## config.mk

```make
export PLATFORM = sky130hd
export DESIGN_NAME = uart_tx_buffered
export DESIGN_NICKNAME = d
export VERILOG_FILES = /design/src/rtl/uart_tx_buffered.sv
export SDC_FILE = /design/constraint.sdc
export NUM_CORES = 1
export LEC_CHECK = 0
export CORE_ASPECT_RATIO = 0.9
export CORE_MARGIN = 5
export CORE_UTILIZATION = 58
export CTS_BUF_LIST = sky130_fd_sc_hd__clkbuf_8
export DETAILED_ROUTE_END_ITERATION = 7
export PLACE_DENSITY = 0.85
export SETUP_SLACK_MARGIN = 0.15
export SLEW_MARGIN = 0
export SYNTH_ARGS = -nofsm -noshare
export SYNTH_HDL_FRONTEND = slang
export SYNTH_SLANG_ARGS = --single-unit
```

## constraint.sdc

```tcl
create_clock -name clk -period 2.8 [get_ports clk]
set_input_delay 0.56 -clock clk [delete_from_list [all_inputs] [get_ports clk]]
set_output_delay 0.56 -clock clk [all_outputs]
set_load 0.01 [all_outputs]
```

## src/rtl/uart_tx_buffered.sv

```systemverilog
// uart_tx_buffered: FIFO-buffered UART transmitter emitting LSB-first start/data/stop frames.
// Define UART_TX_PARITY_EN to insert one even-parity bit between the data and stop bits.
module uart_tx_buffered #(
    parameter int CLK_HZ       = 50_000_000,
    parameter int BIT_RATE     = 9600,
    parameter int PAYLOAD_BITS = 8,
    parameter int STOP_BITS    = 1,
    parameter int FIFO_DEPTH   = 16
) (
    input  logic                          clk,
    input  logic                          reset,
    input  logic [PAYLOAD_BITS-1:0]       in_data,
    input  logic                          in_valid,
    output logic                          in_ready,
    output logic                          uart_txd,
    output logic                          tx_busy,
    output logic [$clog2(FIFO_DEPTH):0]   fifo_count
);

    localparam int CYCLES_PER_BIT = CLK_HZ / BIT_RATE;
    localparam int CNT_W          = (CYCLES_PER_BIT > 1) ? $clog2(CYCLES_PER_BIT) : 1;
    localparam int PTR_W          = $clog2(FIFO_DEPTH);

    localparam logic [CNT_W-1:0] CNT_LAST   = CNT_W'(CYCLES_PER_BIT - 1);
    localparam logic [3:0]       DATA_LAST  = 4'(PAYLOAD_BITS - 1);
    localparam logic [3:0]       STOP_LAST  = 4'(STOP_BITS - 1);
    localparam logic [PTR_W:0]   COUNT_FULL = (PTR_W + 1)'(FIFO_DEPTH);

    localparam logic [2:0] S_IDLE   = 3'd0;
    localparam logic [2:0] S_START  = 3'd1;
    localparam logic [2:0] S_DATA   = 3'd2;
    localparam logic [2:0] S_STOP   = 3'd4;
`ifdef UART_TX_PARITY_EN
    localparam logic [2:0] S_PARITY = 3'd3;
    logic                    r_parity;
`endif

    logic [PAYLOAD_BITS-1:0] r_mem [FIFO_DEPTH];
    logic [PTR_W-1:0]        r_wr_ptr;
    logic [PTR_W-1:0]        r_rd_ptr;
    logic [PTR_W:0]          r_count;
    logic [2:0]              r_state;
    logic [CNT_W-1:0]        r_cnt;
    logic [3:0]              r_idx;
    logic [PAYLOAD_BITS-1:0] r_shift;
    logic                    r_txd;

    logic                    w_push;
    logic                    w_pop;
    logic                    w_bit_end;
    logic [PAYLOAD_BITS-1:0] w_head;

    assign in_ready   = (r_count != COUNT_FULL);
    assign w_push     = in_valid && in_ready;
    assign w_bit_end  = (r_cnt == CNT_LAST);
    assign w_head     = r_mem[r_rd_ptr];
    // Pops happen from IDLE, or at the very end of the last stop bit for gapless frames.
    assign w_pop      = (r_count != '0) &&
                        ((r_state == S_IDLE) ||
                         ((r_state == S_STOP) && w_bit_end && (r_idx == STOP_LAST)));

    assign uart_txd   = r_txd;
    assign tx_busy    = (r_state != S_IDLE) || (r_count != '0);
    assign fifo_count = r_count;

    // NOTE: storage has no reset; only pointers and count define which entries are valid.
    always_ff @(posedge clk) begin
        if (w_push) r_mem[r_wr_ptr] <= in_data;
    end

    // NOTE: all state registers use non-blocking assignments so every block sees pre-edge values.
    always_ff @(posedge clk or posedge reset) begin
        if (reset) begin
            r_wr_ptr <= '0;
            r_rd_ptr <= '0;
            r_count  <= '0;
        end else begin
            if (w_push) r_wr_ptr <= r_wr_ptr + PTR_W'(1);
            if (w_pop)  r_rd_ptr <= r_rd_ptr + PTR_W'(1);
            case ({w_push, w_pop})
                2'b10:   r_count <= r_count + (PTR_W + 1)'(1);
                2'b01:   r_count <= r_count - (PTR_W + 1)'(1);
                default: r_count <= r_count;
            endcase
        end
    end

    always_ff @(posedge clk or posedge reset) begin
        if (reset) begin
            r_state  <= S_IDLE;
            r_cnt    <= '0;
            r_idx    <= '0;
            r_shift  <= '0;
            r_txd    <= 1'b1;
`ifdef UART_TX_PARITY_EN
            r_parity <= 1'b0;
`endif
        end else begin
            case (r_state)
                S_IDLE: begin
                    if (w_pop) begin
                        r_shift  <= w_head;
                        r_cnt    <= '0;
                        r_txd    <= 1'b0;
                        r_state  <= S_START;
`ifdef UART_TX_PARITY_EN
                        r_parity <= ^w_head;
`endif
                    end
                end
                S_START: begin
                    if (w_bit_end) begin
                        r_cnt   <= '0;
                        r_idx   <= '0;
                        r_txd   <= r_shift[0];
                        r_shift <= r_shift >> 1;
                        r_state <= S_DATA;
                    end else begin
                        r_cnt <= r_cnt + CNT_W'(1);
                    end
                end
                S_DATA: begin
                    if (w_bit_end) begin
                        r_cnt <= '0;
                        if (r_idx == DATA_LAST) begin
                            r_idx   <= '0;
`ifdef UART_TX_PARITY_EN
                            r_txd   <= r_parity;
                            r_state <= S_PARITY;
`else
                            r_txd   <= 1'b1;
                            r_state <= S_STOP;
`endif
                        end else begin
                            r_idx   <= r_idx + 4'd1;
                            r_txd   <= r_shift[0];
                            r_shift <= r_shift >> 1;
                        end
                    end else begin
                        r_cnt <= r_cnt + CNT_W'(1);
                    end
                end
`ifdef UART_TX_PARITY_EN
                S_PARITY: begin
                    if (w_bit_end) begin
                        r_cnt   <= '0;
                        r_idx   <= '0;
                        r_txd   <= 1'b1;
                        r_state <= S_STOP;
                    end else begin
                        r_cnt <= r_cnt + CNT_W'(1);
                    end
                end
`endif
                S_STOP: begin
                    if (w_bit_end) begin
                        r_cnt <= '0;
                        if (r_idx != STOP_LAST) begin
                            r_idx <= r_idx + 4'd1;
                        end else if (w_pop) begin
                            r_idx    <= '0;
                            r_shift  <= w_head;
                            r_txd    <= 1'b0;
                            r_state  <= S_START;
`ifdef UART_TX_PARITY_EN
                            r_parity <= ^w_head;
`endif
                        end else begin
                            r_idx   <= '0;
                            r_state <= S_IDLE;
                        end
                    end else begin
                        r_cnt <= r_cnt + CNT_W'(1);
                    end
                end
                default: begin
                    r_txd   <= 1'b1;
                    r_state <= S_IDLE;
                end
            endcase
        end
    end

endmodule

```

==> metrics, run 1 <==
initial antenna violation count 0; Final nets 550; clock net sink count 170; IO Pins 19; Vias 4291; synthesized flop and latch total 170; chip height 117 µm; crit path max fanout 8; Post-Layout Inst Area 0.00844 mm²; DRC Markers 0; die area 0.0151 mm²; # rows 39; Hold Path Cell Cnt 1; Final Worst Setup Slack 0.199 ns; gr usage total 21.6%; Reg-to-Reg End fifo_count[4]$_DFFE_PP0P_; Pre-antenna DRT Iters 7; CTS max path bufs 2; number of diodes 0; H-tree depth 4; layout cell share with drive strength beyond 1 24.8%; Synth area leaders edfxtp_1 (52%), dfrtp_1 (14%), mux4_2 (9.1%), mux2i_1 (2.2%), ha_1 (2.0%); WL final 15200 µm; Seq/Total Area, Yosys 66.0%; Simple-Gate Fraction of Synth Area 8.12%; post-synthesis mux area share 13.1%; Port Buffers 18; Starting Density 58.9%; post-synth top area share 51.8%; TritonCTS clock tree built; highest metal used met4; fin crit share 92.9%; fin util 67.0%; status finished clean; RSZ-0062 raised after global routing true; largest area contributor in the netlist edfxtp_1; largest net degree at the start of global routing 43; Syn Nets 501; # fillers 813; Worst Setup Path Type reg2reg; Final Hold Vio Count 0; hold endpoint r_state[0]$_DFFE_PP0P_; most frequent cells in the layout edfxtp_1 (128), dfrtp_1 (37), buf_4 (33); final setup TNS 0 ns; Final Critical Period 2.60 ns; met3 wire length 778 µm; Reg2Reg Depth 11; Hold Crit Start r_state[0]$_DFFE_PP0P_; startpoint types register; Placeable Area 0.0126 mm²; CTS Buf Count 17; Syn Area/Cell 15.5 µm²; Slew Viols, Final 0; xor and xnor area share after synthesis 2.01%; Reg clk slew, reported paths 0.10 ns; area of the multi-input gates 0.00245 mm²; max cap viols 0; detailed-route wire length per cell 21.6 µm; flop2flop setup slack 0.20 ns; Worst EP arrival 2.99 ns; Adder-Cell Fraction of Synth Area 2.02%; Cell variety after synth 58; leakage 2.96 nW; number of flops mapped to enable cells by yosys 128; measured slew at the worst slew-check pin 0.777 ns; Worst Setup End Kind register; Synth Area in Compound Gates 6.65%; sequential cell area 0.00490 mm²; largest family of logic cells by synthesized area multiplexers; first-pass GRT wire length 24000 µm; Final setup viols 0; Mapped Area 0.00741 mm²; vias in the first global route 4431; Main synth FF type edfxtp_1; worst r2r src r_cnt[1]$_DFFE_PP0P_; Skew-Pair Late Insertion Delay 0.46 ns; Area growth syn-to-layout 13.8%; pre-CTS WS -0.00781 ns; DRT iter0 DRCs 346; Vias/cell 6.10; remaining antenna violation count 0; peak supply drop 0.503 mV; Mapped Cells 478; Async SR Flop Fraction 24.7%; Hold/Removal Path Class reg2reg; most common cell after layout, fill and taps aside edfxtp_1; wire length on met1 6070 µm; dpl cell area 0.00798 mm²; Detail Placement HPWL 9930 µm; FMAX 384 MHz; CP Data Required Time 3.19 ns; gr ovfl total 0; Relative slew margins 48.0%; wire length on met2 8090 µm; Chip Width 129 µm; P per Cell Area 659 mW/mm²; synth warn 0; Setup Skew 0.0173 ns; clock root buffer clkbuf_8; GPL Wtd Cong 0.811
-- where the power goes --
group / switching, W / internal, W / leakage, nW / total [W]
Combinational: 0.000445 / 0.000356 / 1.10 / 0.000800
Sequential: 0.000175 / 0.00297 / 1.68 / 0.00315
Clock: 0.000968 / 0.000647 / 0.183 / 0.00162
Total: 0.00159 / 0.00397 / 2.96 / 0.00556
-- synth_stat cells (11+ instances only) --
| master | number |
|---|---|
| inv_1 | 12 |
| edfxtp_1 | 128 |
| o21ai_0 | 25 |
| mux2_2 | 12 |
| nor3_1 | 12 |
| mux4_2 | 30 |
| nand2_1 | 27 |
| xnor2_1 | 11 |
| nor2_1 | 23 |
| dfrtp_1 | 41 |
| mux2i_1 | 16 |
| ha_1 | 12 |
-- through the flow --
stage,hold WS (ns),instances,power [W]
detailed placement,0.495,667,0.00397
global route,0.536,704,0.00579
floorplan,0.467,478,0.00362
finish,0.521,704,0.00556
global placement,0.485,667,0.00390
CTS,0.521,701,0.00559
-- how the worst max path moves through the flow --
stage,depth (start not counted),end,start
after CTS,4,tx_busy,fifo_count[3]$_DFFE_PP0P_
after global routing,12,fifo_count[4]$_DFFE_PP0P_,r_idx[1]$_DFFE_PP0P_
after detailed placement,12,fifo_count[4]$_DFFE_PP0P_,r_idx[1]$_DFFE_PP0P_
after floorplan,12,fifo_count[4]$_DFFE_PP0P_,fifo_count[2]$_DFFE_PP0P_
after global placement,12,fifo_count[4]$_DFFE_PP0P_,r_idx[0]$_DFFE_PP0P_
final,11,fifo_count[4]$_DFFE_PP0P_,r_cnt[1]$_DFFE_PP0P_
-- cell type report --
class / count / area share, %
Clock buffer: 17 / 2.77
Clock inverter: 15 / 1.63
Inverter: 12 / 0.534
Multi-Input combinational cell: 273 / 29.0
Sequential cell: 170 / 58.1
Tap cell: 164 / 2.43
Timing Repair Buffer: 53 / 5.57
-- repair_timing --
action                     4_1_cts  5_1_grt
hold buffers                     0        0
setup buffers                    2        3
pin swaps                        2        3
gates resized for setup          7        4
setup endpoints to repair        3        3
-- critical path: stages (launching register included) --
cell	delay (ns)
dfrtp_1	0.42
ha_1	0.23
and4b_1	0.24
nand4_1	0.20
a21oi_4	0.24
ha_4	0.21
xor2_2	0.16
ha_2	0.22
a31oi_1	0.08
or2_2	0.28
a21oi_2	0.14
xnor2_1	0.12
-- per-layer routing --
| layer | global-route usage (%) | up-vias |
|---|---|---|
| li1 | - | 1945 |
| met1 | 27.1 | 2174 |
| met2 | 37.3 | 144 |
| met3 | 4.36 | 28 |
| met4 | 8.75 | 0 |
| met5 | 0 | - |
-- registers in the layout, summed over array words and instances, names as in the netlist --
signal      flops
r_cnt          13
r_idx           4
r_state         3
r_wr_ptr        4
r_shift         8
r_rd_ptr        4
fifo_count      5
uart_txd        1
r_mem         128
-- kinds of logic after synthesis --
group                      after synthesis
AOI/OAI and AO/OA                       71
xor gates and xnor gates                17
adders and majority gates               12
buffers and inverters                   35
DFF                                    170
muxes                                   58
and+or+nand+nor                        115
Note: power is estimated with default switching activity, not from simulation.
==> run 2: changes to the inputs <==
--- a/config.mk
+++ b/config.mk
@@ -11,7 +11,7 @@
 export CTS_BUF_LIST = sky130_fd_sc_hd__clkbuf_8
 export DETAILED_ROUTE_END_ITERATION = 7
 export PLACE_DENSITY = 0.85
-export SETUP_SLACK_MARGIN = 0.15
+export SKIP_CTS_REPAIR_TIMING = 1
 export SLEW_MARGIN = 0
 export SYNTH_ARGS = -nofsm -noshare
 export SYNTH_HDL_FRONTEND = slang
==> metrics, run 2 (synthesis gave the netlist of run 1 again) <==
Placeable Area 0.0126 mm²; area of the multi-input gates 0.00240 mm²; met3 wire length 703 µm; Vias/cell 6.13; dpl cell area 0.00792 mm²; max FFs per register 128; WL final 14300 µm; FMAX 374 MHz; remaining antenna violation count 0; largest net degree at the start of global routing 43; sequential cell area 0.00490 mm²; Final Critical Period 2.68 ns; Skew-Pair Late Insertion Delay 0.45 ns; Relative slew margins 41.5%; peak supply drop 0.550 mV; Vias 4286; Final nets 545; number of diodes 0; clock root buffer clkbuf_8; startpoint types register; Pre-antenna DRT Iters 4; Worst Setup Path Type reg2out; GPL Wtd Cong 0.877; status finished clean; H-tree depth 4; layout cell share with drive strength beyond 1 23.0%; # rows 39; Slew Viols, Final 0; first-pass GRT wire length 23300 µm; Hold/Removal Path Class reg2reg; vias in the first global route 4345; hold_ws 0.527 ns; initial antenna violation count 0; chip height 117 µm; Port Buffers 18; TritonCTS clock tree built; final setup TNS 0 ns; wire length on met1 6020 µm; max cap viols 0; placed cells 666; Setup Skew 0.0106 ns; IO Pins 19; die area 0.0151 mm²; Top reg by flops r_mem; Chip Width 129 µm; gr usage total 20.5%; DRC Markers 0; Reg clk slew, reported paths 0.10 ns; wire length on met2 7380 µm; Top Registers r_mem x128, r_cnt x13, r_shift x8; CTS Buf Count 17; most frequent cells in the layout edfxtp_1 (128), dfrtp_1 (41), mux4_2 (30), buf_4 (30), nand2_1 (27); Post-Layout Inst Area 0.00836 mm²; P per Cell Area 673 mW/mm²; PnR Total Power 0.00562 W; clock net sink count 170; crit path max fanout 9; measured slew at the worst slew-check pin 0.877 ns; gr ovfl total 0; highest metal used met4; Worst EP arrival 2.12 ns; # fillers 825; Final setup viols 0; CP Data Required Time 2.24 ns; Worst Setup End Kind primary output; Area growth syn-to-layout 12.7%; Detail Placement HPWL 9500 µm; Final Hold Vio Count 0; CTS max path bufs 2; most common cell after layout, fill and taps aside edfxtp_1; Layout Cells excl Fill 699; DRT iter0 DRCs 420; leakage 2.95 nW; detailed-route wire length per cell 20.5 µm; Starting Density 58.9%; fin crit share 95.5%
run 2: area by class of cell:
cell class,instances,area share [%]
Sequential cell,170,58.6
Multi-Input combinational cell,273,28.7
Timing Repair Buffer,48,4.85
Clock buffer,17,2.80
Tap cell,164,2.46
Clock inverter,15,2.05
Inverter,12,0.539
run 2: per-stage QoR:
stage / utilization (%) / setup WS [ns]
2_1_floorplan: - / 0.0386
3_3_place_gp: 62.9 / 0.0918
3_5_place_dp: 62.9 / -0.0129
4_1_cts: 66.1 / -0.0613
5_1_grt: 66.4 / -0.00643
6_report: 66.4 / 0.125
run 2: final timing paths:
| kind | depth (start not counted) | endpoint | slack [ns] | start |
|---|---|---|---|---|
| worst max-delay path | 5 | tx_busy | 0.12 | fifo_count[1]$_DFFE_PP0P_ |
| min in group asynchronous | 3 | fifo_count[2]$_DFFE_PP0P_ | 0.61 | reset |
| worst min-delay path | 1 | r_shift[2]$_DFFE_PP0P_ | 0.53 | r_shift[2]$_DFFE_PP0P_ |
| worst max register to register | 11 | fifo_count[4]$_DFFE_PP0P_ | 0.16 | r_cnt[0]$_DFFE_PP0P_ |
| worst min register to register | 1 | r_shift[2]$_DFFE_PP0P_ | 0.53 | r_shift[2]$_DFFE_PP0P_ |
| max in group asynchronous | 3 | r_shift[6]$_DFFE_PP0P_ | 1.82 | reset |
run 2: worst max-delay path: stages (launching register included):
cell and delay (ns):
dfrtp_1 0.41, buf_4 0.18, nor4_2 0.25, and3_1 0.26, inv_1 0.09, clkdlybuf4s50_1 0.48
run 2: layer usage:
layer / up-vias / global-route usage [%]
li1: 1929 / -
met1: 2195 / 27.3
met2: 137 / 34.5
met3: 25 / 4.49
met4: 0 / 5.88
met5: - / 0
run 2: power by group:
| part | internal, W | total [W] | switching, W | leakage [nW] |
|---|---|---|---|---|
| combinational | 0.000338 | 0.000765 | 0.000427 | 1.06 |
| sequential | 0.00297 | 0.00312 | 0.000154 | 1.68 |
| clock | 0.000753 | 0.00174 | 0.000985 | 0.206 |
